### config.mk
export PLATFORM = sky130hd
export DESIGN_NAME = mole_spawner_flat
export DESIGN_NICKNAME = d
export VERILOG_FILES = /design/src/rtl/mole_spawner_if.sv /design/src/rtl/mole_spawner.sv /design/src/flat_wrapper.sv
export SDC_FILE = /design/constraint.sdc
export NUM_CORES = 1
export LEC_CHECK = 0
export BUFFER_PORTS_ARGS = -buffer_cell sky130_fd_sc_hd__clkbuf_2
export CELL_PAD_IN_SITES_DETAIL_PLACEMENT = 1
export CELL_PAD_IN_SITES_GLOBAL_PLACEMENT = 1
export CORE_MARGIN = 8
export CORE_UTILIZATION = 43
export CTS_BUF_LIST = sky130_fd_sc_hd__clkbuf_8
export CTS_CLUSTER_SIZE = 14
export DETAILED_ROUTE_END_ITERATION = 12
export PLACE_DENSITY = 0.9
export SYNTH_ARGS = -nofsm -noshare
export SYNTH_HDL_FRONTEND = slang
export SYNTH_SLANG_ARGS = --single-unit
### constraint.sdc
create_clock -name clk -period 6.2 [get_ports clk]
set_input_delay 1.86 -clock clk [delete_from_list [all_inputs] [get_ports clk]]
set_output_delay 1.86 -clock clk [all_outputs]
set_load 0.1 [all_outputs]
### src/rtl/mole_spawner_if.sv
// mole_spawner_if: bundles the spawner's game-side signals.
//   game_in_progress  : level, high while a game runs (into spawner)
//   full_clear_hit    : 1-cycle pulse, last lit mole was hit (into spawner)
//   mole_positions    : registered mask of raised moles (out of spawner)
//   round_count       : rounds completed since game start, saturating
//   up_cycles_cur     : up-window length for the current/next round
// master = spawner side, slave = consumer/driver side.
interface mole_spawner_if #(
  parameter int NUM_HOLES = 18
);
  logic                 game_in_progress;
  logic                 full_clear_hit;
  logic [NUM_HOLES-1:0] mole_positions;
  logic [15:0]          round_count;
  logic [31:0]          up_cycles_cur;

  modport master (
    input  game_in_progress, full_clear_hit,
    output mole_positions, round_count, up_cycles_cur
  );

  modport slave (
    output game_in_progress, full_clear_hit,
    input  mole_positions, round_count, up_cycles_cur
  );
endinterface

### src/rtl/mole_spawner.sv
// mole_spawner: per-round mole mask generator feeding the hit detector.
// Alternates a mole-down gap (DOWN) with a pick phase (PICK) and a mole-up
// window (UP). The up window shrinks by UP_CYCLES_STEP each round down to
// UP_CYCLES_MIN; a full clear ends it early. Hole choice comes from a
// free-running 32-bit Galois LFSR.
// Ports:
//   clk   : clock, posedge only
//   reset : synchronous, active-high
//   bus   : mole_spawner_if.master (game/clear in, mask/round/window out)
module mole_spawner #(
  parameter int          NUM_HOLES      = 18,
  parameter int          MAX_MOLES      = 3,
  parameter int          DOWN_CYCLES    = 25_000_000,
  parameter int          UP_CYCLES_INIT = 75_000_000,
  parameter int          UP_CYCLES_STEP = 2_500_000,
  parameter int          UP_CYCLES_MIN  = 15_000_000,
  parameter logic [31:0] LFSR_SEED      = 32'hACE1_2468
) (
  input logic          clk,
  input logic          reset,
  mole_spawner_if.master bus
);

  localparam logic [31:0] TAPS      = 32'h8020_0003;
  localparam logic [7:0]  MM8       = 8'(MAX_MOLES);
  localparam logic [7:0]  NH8       = 8'(NUM_HOLES);
  localparam logic [31:0] DOWN_LAST = 32'(DOWN_CYCLES - 1);
  localparam logic [31:0] UP_INIT   = 32'(UP_CYCLES_INIT);
  localparam logic [31:0] UP_STEP   = 32'(UP_CYCLES_STEP);
  localparam logic [31:0] UP_MIN    = 32'(UP_CYCLES_MIN);

  typedef enum logic [1:0] {IDLE, DOWN, PICK, UP} state_t;

  state_t               state;
  logic [31:0]          lfsr;
  logic [31:0]          down_cnt;
  logic [31:0]          up_cnt;
  logic [31:0]          up_cur;
  logic [15:0]          round_q;
  logic [NUM_HOLES-1:0] mask_q;
  logic [NUM_HOLES-1:0] work_mask;
  logic [7:0]           pick_cnt;
  logic [7:0]           k_reg;
  logic                 pick_entry;

  logic [31:0]          lfsr_next;
  logic [7:0]           k_new;
  logic [7:0]           k_eff;
  logic [7:0]           idx;
  logic [NUM_HOLES-1:0] onehot;
  logic                 dup;
  logic [NUM_HOLES-1:0] pick_mask_nxt;
  logic [7:0]           pick_cnt_nxt;
  logic                 up_done;
  logic [31:0]          up_dec;

  always_comb begin
    lfsr_next     = {1'b0, lfsr[31:1]} ^ (lfsr[0] ? TAPS : 32'h0);
    k_new         = (lfsr[15:8] % MM8) + 8'd1;
    // k is latched on the entry cycle but that same cycle already picks.
    k_eff         = pick_entry ? k_new : k_reg;
    idx           = lfsr[7:0] % NH8;
    onehot        = NUM_HOLES'(1) << idx;
    dup           = |(work_mask & onehot);
    pick_mask_nxt = work_mask | onehot;
    pick_cnt_nxt  = pick_cnt + {7'd0, ~dup};
    up_done       = bus.full_clear_hit || (up_cnt == up_cur - 32'd1);
    // up_cur >= UP_MIN always holds, so the subtraction below cannot wrap.
    up_dec        = ((up_cur - UP_MIN) > UP_STEP) ? (up_cur - UP_STEP) : UP_MIN;
  end

  always_ff @(posedge clk) begin
    if (reset) begin
      state      <= IDLE;
      lfsr       <= LFSR_SEED;
      mask_q     <= '0;
      round_q    <= 16'd0;
      up_cur     <= UP_INIT;
      down_cnt   <= 32'd0;
      up_cnt     <= 32'd0;
      work_mask  <= '0;
      pick_cnt   <= 8'd0;
      k_reg      <= 8'd0;
      pick_entry <= 1'b0;
    end else begin
      lfsr <= lfsr_next;
      if (state != IDLE && !bus.game_in_progress) begin
        // Abort: round_count is kept until the next game start reloads it.
        state  <= IDLE;
        mask_q <= '0;
      end else begin
        case (state)
          IDLE: begin
            mask_q <= '0;
            if (bus.game_in_progress) begin
              state    <= DOWN;
              down_cnt <= 32'd0;
              round_q  <= 16'd0;
              up_cur   <= UP_INIT;
            end
          end
          DOWN: begin
            if (down_cnt == DOWN_LAST) begin
              state      <= PICK;
              work_mask  <= '0;
              pick_cnt   <= 8'd0;
              pick_entry <= 1'b1;
            end else begin
              down_cnt <= down_cnt + 32'd1;
            end
          end
          PICK: begin
            pick_entry <= 1'b0;
            if (pick_entry) k_reg <= k_new;
            work_mask <= pick_mask_nxt;
            pick_cnt  <= pick_cnt_nxt;
            if (pick_cnt_nxt == k_eff) begin
              mask_q <= pick_mask_nxt;
              up_cnt <= 32'd0;
              state  <= UP;
            end
          end
          UP: begin
            if (up_done) begin
              mask_q   <= '0;
              if (round_q != 16'hFFFF) round_q <= round_q + 16'd1;
              up_cur   <= up_dec;
              down_cnt <= 32'd0;
              state    <= DOWN;
            end else begin
              up_cnt <= up_cnt + 32'd1;
            end
          end
          default: state <= IDLE;
        endcase
      end
    end
  end

  assign bus.mole_positions = mask_q;
  assign bus.round_count    = round_q;
  assign bus.up_cycles_cur  = up_cur;

endmodule
### src/flat_wrapper.sv
// flat-port wrapper written by rule: the top's interface ports become plain ports
module mole_spawner_flat 
#(
  parameter int          NUM_HOLES      = 18,
  parameter int          MAX_MOLES      = 3,
  parameter int          DOWN_CYCLES    = 25_000_000,
  parameter int          UP_CYCLES_INIT = 75_000_000,
  parameter int          UP_CYCLES_STEP = 2_500_000,
  parameter int          UP_CYCLES_MIN  = 15_000_000,
  parameter logic [31:0] LFSR_SEED      = 32'hACE1_2468
)
  (clk, reset, bus_game_in_progress, bus_full_clear_hit, bus_mole_positions, bus_round_count, bus_up_cycles_cur);
  mole_spawner_if #(.NUM_HOLES(NUM_HOLES)) bus_i ();
  input logic clk;
  input logic reset;
  input wire logic [$bits(bus_i.game_in_progress)-1:0] bus_game_in_progress;
  input wire logic [$bits(bus_i.full_clear_hit)-1:0] bus_full_clear_hit;
  output wire logic [$bits(bus_i.mole_positions)-1:0] bus_mole_positions;
  output wire logic [$bits(bus_i.round_count)-1:0] bus_round_count;
  output wire logic [$bits(bus_i.up_cycles_cur)-1:0] bus_up_cycles_cur;
  assign bus_i.game_in_progress = bus_game_in_progress;
  assign bus_i.full_clear_hit = bus_full_clear_hit;
  assign bus_mole_positions = bus_i.mole_positions;
  assign bus_round_count = bus_i.round_count;
  assign bus_up_cycles_cur = bus_i.up_cycles_cur;
  mole_spawner #(.NUM_HOLES(NUM_HOLES), .MAX_MOLES(MAX_MOLES), .DOWN_CYCLES(DOWN_CYCLES), .UP_CYCLES_INIT(UP_CYCLES_INIT), .UP_CYCLES_STEP(UP_CYCLES_STEP), .UP_CYCLES_MIN(UP_CYCLES_MIN), .LFSR_SEED(LFSR_SEED)) u_core (.clk(clk), .reset(reset), .bus(bus_i));
endmodule
Yosys cells after proc, flatten, opt, wreduce, memory -nomap -nowiden
Cells that the tools add are included.
{"block": "word_totals", "ff_bits": 199, "out_inout_bits": 66, "wordCells": 93}
{"block": "op_classes", "addsub": 8, "div": 2, "magnitude_cmp": 1, "n_eq_ne": 14, "shifts": 1, "mux": 31, "n_bitwise": 5, "reduce_logical": 20}
{"operator": "two-way mux 32 bit", "count": 9}
{"operator": "one-hot mux 32 bit (2 select lines)", "count": 2}
{"operator": "one-hot mux 32 bit (3 select lines)", "count": 1}
{"operator": "adder 32 x 1 -> 32 bit, second input constant", "count": 2}
{"operator": "two-way mux 18 bit", "count": 3}
{"operator": "one-hot mux 18 bit (3 select lines)", "count": 1}
{"operator": "two-way mux 16 bit", "count": 3}
{"operator": "one-hot mux 18 bit (2 select lines)", "count": 1}
{"operator": "== test 32 x 25 -> 1 bit, second input constant", "count": 1}
{"operator": "== test 32 bit", "count": 1}
{"operator": "> comparator 32 x 22 -> 1 bit, second input constant", "count": 1}
{"operator": "one-hot mux 16 bit (2 select lines)", "count": 1}
{"operator": "subtractor 32 x 1 -> 32 bit, second input constant", "count": 1}
{"operator": "subtractor 32 x 22 -> 32 bit, second input constant", "count": 1}
{"operator": "subtractor 32 x 24 -> 32 bit, second input constant", "count": 1}
{"operator": "bitwise XOR 31 x 32 -> 32 bit", "count": 1}
{"operator": "AND 18 bit", "count": 1}
{"operator": "OR 18 bit", "count": 1}
{"operator": "OR reduction 18 bit", "count": 1}
{"operator": "<< shifter 1 x 8 -> 18 bit, first input constant", "count": 1}
{"operator": "adder 16 x 1 -> 16 bit, second input constant", "count": 1}
{"operator": "two-way mux 8 bit", "count": 2}
{"operator": "!= test 16 bit, second input constant", "count": 1}
{"operator": "one-hot mux 8 bit (2 select lines)", "count": 1}
{"operator": "25 further kinds", "count": 43}

Longest topological paths before layout
Gate-level depths: netlist of the first run.
{"block": "depth", "word_depth": 9, "ltp_mapped": 34}

Worst setup path after synthesis of the first run
No wires, ideal clock.
{"block": "synth_path", "path_type": "reg2reg", "startpoint": "reg u_core.lfsr[4]", "endpoint": "reg u_core.up_cnt[12]", "arrival_time_ns": 6.766, "slack_ns": -0.637, "path_stages_with_launch": 29, "synth_period_minus_slack_ns": 6.837, "cell_sequence": "dfxtp_1 > clkbuf_1 > inv_1 > ha_1 > o21ba_2 > o22ai_1 > a311o_1 > o21a_1 > o311ai_0 > a21o_1 > nand2_1 > mux2i_1 > mux4_2 > and2_1 > a221o_1 > nor4_1 > ha_1 > ha_1 > nand3_1 > nor2_1 > xnor2_1 > xor2_1 > or4bb_1 > nand3_1 > nor4b_2 > a31oi_1 > clkbuf_1 > or4_1 > a21oi_1"}
{"block": "synth_between", "elab_chain_len": 9}
{"element": "start: declaration", "line_no": "mole_spawner.sv:35", "source": "logic [31:0] lfsr;"}
{"element": "start signal: assignment", "line_no": "mole_spawner.sv:86", "source": "lfsr <= lfsr_next;"}
{"element": "modulo 8 x 5 -> 8 bit", "line_no": "mole_spawner.sv:62", "source": "idx = lfsr[7:0] % NH8;"}
{"element": "<< shifter 1 x 8 -> 18 bit", "line_no": "mole_spawner.sv:63", "source": "onehot = NUM_HOLES'(1) << idx;"}
{"element": "AND 18 bit", "line_no": "mole_spawner.sv:64", "source": "dup = |(work_mask & onehot);"}
{"element": "OR reduction 18 bit", "line_no": "mole_spawner.sv:64"}
{"element": "NOT 1 bit", "line_no": "mole_spawner.sv:66", "source": "pick_cnt_nxt = pick_cnt + {7'd0, ~dup};"}
{"element": "adder 8 x 1 -> 8 bit", "line_no": "mole_spawner.sv:66"}
{"element": "== test 8 bit", "line_no": "mole_spawner.sv:117", "source": "if (pick_cnt_nxt == k_eff) begin"}
{"element": "!= test 2 x 1 -> 1 bit (no line)"}
{"element": "AND reduction 4 bit (no line)"}
{"element": "end signal: assignment", "line_no": "mole_spawner.sv:131", "source": "up_cnt <= up_cnt + 32'd1;"}
{"element": "end: declaration", "line_no": "mole_spawner.sv:37", "source": "logic [31:0] up_cnt;"}
No other way between the ends.
A chain may end at the register's enable or synchronous reset.

Worst setup path in the final report of the first run
{"block": "layout_path", "startpoint": "reg u_core.lfsr[4]", "endpoint": "reg u_core.up_cnt[8]"}
The elaborated chain is that of the path after synthesis.

==> flow_summary_export.csv, run 1 <==
group,metric,value,unit
synthesis,yosys-top-cells-area,"dfxtp_1 34%, nor2_1 4.9%, a21oi_1 4.7%",
cts,cts_made_buffers,17,
timing,hold_viol,0,
power_and_ir_drop,power.density,264,nW/um^2
grt,grt_pass1_vias,12800,
final_layout,final_cell_mix,"190 x dfxtp_1, 146 x nor2_1, 119 x nand2_1",
cts,cts.root.buffer_cell,"clkbuf_8",
power_and_ir_drop,combPwrFrac,38.3,%
routing,routed_wirelength,46900,um
floorplanning,start_util,43.8,%
timing,worst_pin_slew,0.968,ns
cts,clkLatencyLatePin,0.51,ns
final_layout,drive_gt1_share,24.6,%
floorplanning,rows,59,
timing,finalSetupViolations,52,
routing,drtIter0Drc,1412,
floorplanning,die_y,179,um
grt,grt_max_degree,62,
placed_design,hpwl,26600,um
run_status,violations,"setup timing",
setup_path,critPathArrivalTime,7.80,ns
final_layout,final_common_cell,"dfxtp_1",
routing,wl_per_cell,24.7,um
synthesis,syn_area,11400,um^2
run_status,status,"finished with violations",
synthesis,synth_compound_area_share,22.5,%
timing,timing.fmax,135,MHz
power_and_ir_drop,p_leak,0.00503,uW
timing,setup_tns,-51.96,ns
placed_design,portBuffers,64,
cts,clk_pin_slew,0.11,ns
final_layout,diodes,0,
cts,clk_path_buf_depth,2,
synthesis,synthMuxAreaShare,1.72,%
timing,fin_crit,7.43,ns
synthesis,yosysWarningCount,0,
setup_path,max_stage_delay,0.51,ns
routing,drtAntennaViolNets,0,
hold_path,hp-class,"reg2reg",
power_and_ir_drop,p_sw_share,41.9,%
job,max_cap_violations,0,
cts,cts_tree,"yes",
cts,cts_sinks,194,
synthesis,synth_edf_count,0,
synthesis,synth-simple-area-share,26.3,%
grt,grt_overflow,0,
floorplanning,dieWidth,179,um
cts,hold_buffers,0,
final_layout,area_growth,24.1,%
synthesis,syn_inst,1438,
synthesis,ys_async_sr_fraction,0,%
timing,whs,0.429,ns
timing,fin_crit_sh,120,%
grt,grt_pass1_wl,68200,um
final_layout,fillers,3092,
setup_path,worstPathRequired,6.57,ns
final_layout,final_nets,1578,
power_and_ir_drop,switching_power,1570,uW
synthesis,ys_seq_area_share,33.9,%
synthesis,synth_ff_type,"dfxtp_1",
timing,skew,0.0336,ns
setup_path,endpoint_kind,"flop",
final_layout,top_regs,"u_core.down_cnt: 32 flops, u_core.lfsr: 32 flops, u_core.up_cnt: 32 flops",
timing,worst_slack,-1.23,ns
timing,max_slew_margin,34.9,%
routing,viasPerCell,6.65,
floorplanning,dieArea,32100,um^2
setup_path,crit_type,"reg2reg",
power_and_ir_drop,ir_worst_vdd,0.174,mV
setup_path,cp-start-kind,"flop",
timing,final_max_slew_viol_count,0,
routing,remaining_drc_errors,0,
synthesis,synth.top_cell.area_share,33.9,%
cts,h-tree-depth,4,
synthesis,synth_top_family_by_area,"simple AND/OR/NAND/NOR gates",
setup_path,critical-path-slowest-cell,"a21oi_1",
grt,antenna_found_initial,0,
routing,dr.pass1.iters,5,
synthesis,synth-xor-area-share,8.28,%
synthesis,synth_seq_cells,194,
grt,grt_usage,26.1,%
routing,route.vias.total,12600,
setup_path,critPathMostFrequentCell,"buf_4",
power_and_ir_drop,clkPwrFrac,25.3,%
floorplanning,coreArea,26100,um^2
power_and_ir_drop,p_int,2180,uW
setup_path,critical_path.max_fanout,7,
power_and_ir_drop,power_frac_seq,36.4,%
timing,rsz0062_at_grt,"true",
synthesis,synth.distinct_cells,88,
floorplanning,ios,70,
synthesis,synthAdderAreaFrac,2.30,%
synthesis,avgSynthCellArea,7.96,um^2
placed_design,gp_congestion,0.918,
synthesis,yosys.area.top_type,"dfxtp_1",
## cell type report
type | count | area, um^2 | share of cell area [%]
clock inverters | 14 | 188 | 1.32
inverters | 51 | 198 | 1.39
flip-flops and latches | 194 | 3890 | 27.4
repair buffers | 184 | 1400 | 9.85
multi-input cells | 1105 | 7880 | 55.4
clock buffers | 17 | 234 | 1.65
well taps | 335 | 419 | 2.95
## final timing paths
path              cells after the start  slack [ns]       startpoint                to
hold / removal                        1        0.43  u_core.lfsr[24]   u_core.lfsr[23]
setup reg to reg                     32       -1.23   u_core.lfsr[4]  u_core.up_cnt[8]
setup / recovery                     32       -1.23   u_core.lfsr[4]  u_core.up_cnt[8]
hold reg to reg                       1        0.43  u_core.lfsr[24]   u_core.lfsr[23]
## per-stage QoR
stage	area, um^2	power, uW	util, %	std cells	setup slack (ns)
4_1_cts	13600	3510	52.0	1886	-0.399
3_5_place_dp	12800	2480	48.8	1840	-0.840
6_report	14200	3750	54.4	1900	-1.23
2_1_floorplan	11700	2120	-	1442	-0.0773
5_1_grt	14200	3850	54.4	1900	-1.37
3_3_place_gp	12800	2410	48.8	1840	-0.167
## power by group through the flow
stage                     sequential [uW]  combinational (uW)  clock [uW]
after CTS                            1360                1220         935
final                                1370                1440         949
after floorplan                      1390                 729           0
after detailed placement             1380                1090           0
after global routing                 1370                1490         994
after global placement               1380                1030           0
## routing by layer
metal  share of wire [%]  GRT usage, %  up-vias
li1                    -             -     5472
met1                  40          31.5     6269
met2                  48          44.3      666
met3                 6.5          3.83      222
met4                 5.2          13.8        0
met5                   0             0        -
## worst max-delay path: cells and delay by family (launching register included)
family,cells,cell delay [ns]
xor+xnor,2,0.52
fa+ha+maj,3,0.71
buf+inv,8,1.22
simple gates,11,2.41
compound gates,8,2.02
flops,1,0.40
## cell usage after synthesis (25+ instances only)
master	number
xor2_1	43
nand2_1	120
nor3_1	34
o31ai_1	37
and3_1	27
dfxtp_1	194
inv_1	48
a31oi_1	25
xnor2_1	60
nand3_1	47
a21oi_1	108
nor2_1	150
o21ai_0	52
clkbuf_1	69
or4_1	32
## what timing repair did
| action | CTS | global route |
|---|---|---|
| setup endpoints to repair | 52 | 52 |
| setup buffers | 12 | 14 |
| gates cloned | 3 | 1 |
| pin swaps | 33 | 22 |
| resized for setup | 50 | 100 |
## cells by family after synthesis
logic type | after synthesis
multiplexers | 18
AO/OA/AOI/OAI | 378
AND/OR/NAND/NOR | 578
adder cells (fa/ha/maj) | 21
other | 1
buffers and inverters | 143
XOR/XNOR | 105
flip-flops | 194
No activity file was read; power rests on OpenSTA's default activity.
==> run 2: changes to the inputs <==
Settings changed: ABC_AREA set to 1, CORE_UTILIZATION 43 to 41, SETUP_SLACK_MARGIN set to 0.5.
==> run 2 against run 1 <==
Net effect: cell area rose by 2.7%; sequential power grew 8%; non-clock buffer count down 68; die area grew 15%; largest power group unchanged; critical path depth up 8; power up 27%; worst setup slack gained 1.3 ns; the flow now finishes without violations; sequential cell count stayed put.
==> flow_summary_export.csv, run 2 <==
group,metric,value,unit
setup_path,crit_type,"reg2reg",
setup_path,cp-start-kind,"flop",
floorplanning,coreArea,30500,um^2
synthesis,avgSynthCellArea,6.49,um^2
timing,final_max_slew_viol_count,0,
timing,timing.fmax,164,MHz
grt,grt_usage,21.4,%
setup_path,worstPathRequired,6.66,ns
power_and_ir_drop,power.density,328,nW/um^2
synthesis,synth_ff_type,"dfxtp_1",
routing,viasPerCell,5.77,
cts,hold_buffers,0,
timing,rsz0062_at_grt,"true",
synthesis,ys_async_sr_fraction,0,%
synthesis,yosysWarningCount,0,
final_layout,utilization,47.8,%
power_and_ir_drop,ir_worst_vdd,0.197,mV
setup_path,critical-path-slowest-cell,"dfxtp_1",
final_layout,drive_gt1_share,15.2,%
floorplanning,ios,70,
synthesis,yosys-top-cells-area,"dfxtp_1 31%, nand2_1 14%, nor2_1 7.1%",
run_status,status,"finished clean",
synthesis,synth.top_cell.area_share,30.6,%
routing,drtAntennaViolNets,0,
floorplanning,die_y,192,um
floorplanning,start_util,41.6,%
placed_design,hpwl,28300,um
routing,route.vias.total,13900,
final_layout,final_cell_mix,"458 x nand2_1, 238 x nor2_1, 189 x dfxtp_1",
placed_design,portBuffers,64,
setup_path,endpoint_kind,"flop",
routing,remaining_drc_errors,0,
final_layout,top_regs,"u_core.down_cnt: 32 flops, u_core.lfsr: 32 flops, u_core.up_cnt: 32 flops",
floorplanning,dieWidth,192,um
final_layout,fillers,3957,
routing,wl_per_cell,19.3,um
timing,worst_pin_slew,1.31,ns
cts,clk_pin_slew,0.12,ns
synthesis,yosysMostFrequentCell,"nand2_1",
synthesis,synth.distinct_cells,56,
final_layout,area_growth,15.0,%
timing,setup_tns,0,ns
timing,skew,0.0433,ns
grt,grt_pass1_vias,13400,
cts,clkLatencyLatePin,0.55,ns
grt,grt_overflow,0,
synthesis,yosys.area.top_type,"dfxtp_1",
timing,fin_crit_sh,98.6,%
floorplanning,rows,64,
setup_path,critPathMostFrequentCell,"nand2_4",
timing,max_slew_margin,12.1,%
synthesis,synth_seq_cells,194,
cts,cts_made_buffers,17,
timing,fin_crit,6.11,ns
power_and_ir_drop,power,4780,uW
synthesis,synth_commonest_cells,"477 x nand2_1, 241 x nor2_1, 194 x dfxtp_1, 186 x inv_1, 157 x nand3_1",
setup_path,max_stage_delay,0.37,ns
final_layout,final_nets,2026,
placed_design,gp_congestion,0.896,
grt,grt_pass1_wl,65700,um
cts,cts.root.buffer_cell,"clkbuf_8",
synthesis,syn_inst,1954,
final_layout,final_common_cell,"nand2_1",
cts,cts_sinks,194,
setup_path,critical_path.max_fanout,8,
grt,grt_max_degree,80,
synthesis,synth_edf_count,0,
routing,drtIter0Drc,891,
floorplanning,dieArea,36800,um^2
routing,routed_wirelength,46600,um
cts,cts_tree,"yes",
final_layout,diodes,0,
job,max_cap_violations,0,
grt,antenna_found_initial,0,
hold_path,hp-class,"reg2reg",
power_and_ir_drop,p_leak,0.00558,uW
timing,finalSetupViolations,0,
synthesis,syn_area,12700,um^2
setup_path,critPathArrivalTime,6.57,ns
timing,hold_viol,0,
synthesis,ys_seq_area_share,30.6,%
cts,clk_path_buf_depth,2,
routing,dr.pass1.iters,5,
cts,h-tree-depth,4,
==> run 2: critical path, delay by kind of cell (launching register included) <==
| family | cells | cell delay (ns) |
|---|---|---|
| adder cells (fa/ha/maj) | 2 | 0.36 |
| AND/OR/NAND/NOR | 31 | 4.11 |
| AO/OA/AOI/OAI | 1 | 0.10 |
| flip-flops | 1 | 0.37 |
| XOR/XNOR | 3 | 0.63 |
| buffers and inverters | 3 | 0.44 |
==> run 2: path summary, 6_finish.rpt <==
| check | startpoint | endpoint | slack [ns] | depth (start not counted) |
|---|---|---|---|---|
| worst min register to register | u_core.lfsr[21] | u_core.lfsr[20] | 0.42 | 2 |
| worst max-delay path | u_core.lfsr[7] | u_core.up_cnt[1] | 0.09 | 40 |
| worst max register to register | u_core.lfsr[7] | u_core.up_cnt[1] | 0.09 | 40 |
| worst min-delay path | u_core.lfsr[21] | u_core.lfsr[20] | 0.42 | 2 |
==> run 2: what timing repair did <==
item	CTS	global route
setup buffers	5	31
pin swaps	10	48
setup endpoints to repair	52	52
resized for setup	33	99
cloned	0	7
==> run 2: cell type report <==
class / instances / area, um^2 / area share [%]
multi-input combinational: 1474 / 8110 / 55.6
timing repair buffer: 116 / 855 / 5.86
clock buffer: 17 / 234 / 1.60
clock inverter: 15 / 235 / 1.61
tap: 396 / 495 / 3.40
inverter: 198 / 758 / 5.20
sequential: 194 / 3900 / 26.7
==> run 2: per-layer routing <==
metal / track usage, % / part of all wire [%]
met4: 7.49 / 4.4
met3: 3.00 / 5.1
met1: 26.4 / 40
met5: 0 / 0
met2: 37.5 / 50
==> run 2: through the flow <==
step / setup slack (ns) / instance area (um^2) / std cells / hold WS, ns
floorplan: 1.14 / 12700 / 1958 / 0.388
global placement: 0.482 / 13200 / 2335 / 0.393
detailed placement: 0.172 / 13200 / 2335 / 0.400
CTS: 0.493 / 13800 / 2372 / 0.419
global route: -0.245 / 14600 / 2410 / 0.428
finish: 0.0860 / 14600 / 2410 / 0.415
==> run 2: logic make-up (layout without fill, tap and decap cells) <==
kind of cell / count (synthesis) / count (layout) / synth area share (%)
flip-flops: 194 / 194 / 30.6
AO/OA/AOI/OAI: 236 / 237 / 10.5
XOR/XNOR: 138 / 138 / 9.68
adder cells (fa/ha/maj): 21 / 21 / 2.07
buffers and inverters: 292 / 346 / 9.34
other: 1 / 5 / 0.0296
AND/OR/NAND/NOR: 1072 / 1073 / 37.7
==> run 2: where the power goes <==
group          leakage (uW)  switching [uW]  total, uW  internal (uW)
sequential          0.00158             126       1480           1360
clock              0.000232             577       1000            424
combinational       0.00377            1700       2300            606
==> run 3: changes to the inputs <==
Settings changed: ABC_AREA 1 to 0, CORE_UTILIZATION 41 to 43, CTS_CLUSTER_SIZE 14 to 20.
==> run 3 against run 2 <==
Net effect: final cell count down 22%; worst setup slack worse by 0.72 ns; critical path depth down 10; sequential share of layout area up 1.5 points; global-route usage up 2.8 points; the run now ends with setup timing left; clock skew down 0.015 ns; clock-buffer cell count unchanged; maximum frequency down 11%; clock power down 11%; non-clock buffer count up 52; first-iteration DRC count up 6.3%; highest routed layer unchanged; combinational power down 43%.
==> flow_summary_export.csv, run 3 (synthesis gave the netlist of run 1 again) <==
group,metric,value,unit
setup_path,worstPathRequired,6.57,ns
setup_path,reg2reg_to,"u_core.up_cnt[27]",
hold_path,hp-class,"reg2reg",
setup_path,reg2reg_from,"u_core.lfsr[1]",
cts,cts_made_buffers,17,
cts,clkLatencyLatePin,0.51,ns
routing,routed.top_layer,"met4",
timing,hold_viol,0,
final_layout,area_growth,20.5,%
power_and_ir_drop,ir_worst_vdd,0.175,mV
setup_path,crit_start,"u_core.lfsr[1]",
timing,fin_crit,6.83,ns
setup_path,critical_path.max_fanout,6,
timing,max_slew_margin,40.2,%
routing,drtAntennaViolNets,0,
run_status,violations,"setup timing",
routing,remaining_drc_errors,0,
routing,viasPerCell,6.33,
power_and_ir_drop,power.density,258,nW/um^2
floorplanning,dieWidth,179,um
final_layout,final_nets,1562,
routing,wl_met3,2170,um
floorplanning,die_y,179,um
setup_path,endpoint_kind,"flop",
setup_path,critPathArrivalTime,7.21,ns
timing,finalSetupViolations,52,
cts,clk_path_buf_depth,2,
setup_path,cp-start-kind,"flop",
setup_path,crit_type,"reg2reg",
job,max_cap_violations,0,
floorplanning,rows,59,
timing,timing.fmax,146,MHz
floorplanning,start_util,43.8,%
timing,skew,0.0285,ns
timing,setup_tns,-26.28,ns
floorplanning,ios,70,
grt,grt_usage,24.2,%
routing,routed_wirelength,41400,um
timing,rsz0062_at_grt,"true",
power_and_ir_drop,power,3560,uW
cts,cts.root.buffer_cell,"clkbuf_8",
cts,h-tree-depth,4,
timing,whs,0.425,ns
placed_design,hpwl,25100,um
routing,drtIter0Drc,947,
final_layout,top_regs,"u_core.down_cnt: 32 flops, u_core.lfsr: 32 flops, u_core.up_cnt: 32 flops",
timing,worst_pin_slew,0.897,ns
grt,grt_overflow,0,
floorplanning,dieArea,32100,um^2
power_and_ir_drop,p_leak,0.00487,uW
routing,route.vias.total,11900,
setup_path,r2r_slack,-0.63,ns
cts,clk_pin_slew,0.13,ns
final_layout,final_cell_mix,"190 x dfxtp_1, 147 x nor2_1, 119 x nand2_1",
grt,antenna_found_initial,0,
routing,dr_wl_met2,20600,um
cts,cts_tree,"yes",
placed_design,gp_congestion,0.884,
grt,grt_pass1_vias,12300,
run_status,status,"finished with violations",
final_layout,fillers,3157,
final_layout,drive_gt1_share,21.3,%
grt,grt_pass1_wl,63500,um
setup_path,max_stage_delay,0.50,ns
grt,grt_max_degree,62,
setup_path,critical-path-slowest-cell,"or4bb_4",
cts,cts_sinks,194,
setup_path,ff2ff_path_depth,30,
timing,final_max_slew_viol_count,0,
placed_design,portBuffers,64,
timing,worst_slack,-0.633,ns
final_layout,final_common_cell,"dfxtp_1",
routing,dr.pass1.iters,7,
routing,wl_per_cell,21.9,um
timing,fin_crit_sh,110,%
floorplanning,coreArea,26100,um^2
final_layout,diodes,0,
routing,wl_met1,17200,um
setup_path,worstSetupEndpoint,"u_core.up_cnt[27]",
-- run 3: metal layers --
layer | vias up | track usage [%]
met4 | 0 | 9.27
met1 | 5882 | 28.7
met5 | - | 0
met2 | 472 | 42.6
met3 | 130 | 4.44
li1 | 5440 | -
-- run 3: worst min-delay path by stage --
stage	to	depth (start not counted)	startpoint	slack [ns]
2_1_floorplan	u_core.lfsr[16]	1	u_core.lfsr[17]	0.39
3_3_place_gp	u_core.lfsr[16]	1	u_core.lfsr[17]	0.39
3_5_place_dp	u_core.lfsr[29]	1	u_core.lfsr[30]	0.40
4_1_cts	u_core.lfsr[29]	1	u_core.lfsr[30]	0.43
5_1_grt	u_core.lfsr[16]	1	u_core.lfsr[17]	0.44
6_report	u_core.lfsr[16]	1	u_core.lfsr[17]	0.42
-- run 3: stage by stage --
stage                     cell area (um^2)  std cells  util [%]  setup slack [ns]
after global routing                 13800       1885      52.8            -0.845
final                                13800       1885      52.8            -0.633
after floorplan                      11700       1442         -           -0.0700
after CTS                            13500       1878      51.7            -0.246
after detailed placement             12700       1827      48.5            -0.446
after global placement               12700       1827      48.5            -0.115
-- run 3: power by group --
group,switching (uW),internal (uW)
registers,70.7,1290
logic,841,466
clock network,578,311
total,1490,2070
-- run 3: critical path: cells and delay by family, from the launching register on --
family	cells	cell delay, ns
buffers and inverters	5	0.76
adder cells (fa/ha/maj)	3	0.55
XOR/XNOR	2	0.35
AND/OR/NAND/NOR	10	2.18
flip-flops	1	0.36
multiplexers	2	0.65
AO/OA/AOI/OAI	8	1.86
-- run 3: repair_timing --
action / in CTS / in global routing
gates cloned: 5 / 0
buffers inserted: 14 / 6
hold endpoints to repair: 0 / 0
pin swaps: 24 / 27
resized for setup: 39 / 51
hold buffers: 0 / 0
setup endpoints to repair: 52 / 52
-- run 3: layout make-up --
class | count | area, um^2 | share of cell area (%)
Inverter | 51 | 198 | 1.43
Sequential cell | 194 | 3890 | 28.2
Clock buffer | 17 | 234 | 1.70
Tap cell | 335 | 419 | 3.04
Timing Repair Buffer | 168 | 1250 | 9.10
Multi-Input combinational cell | 1105 | 7600 | 55.1
Clock inverter | 15 | 188 | 1.36
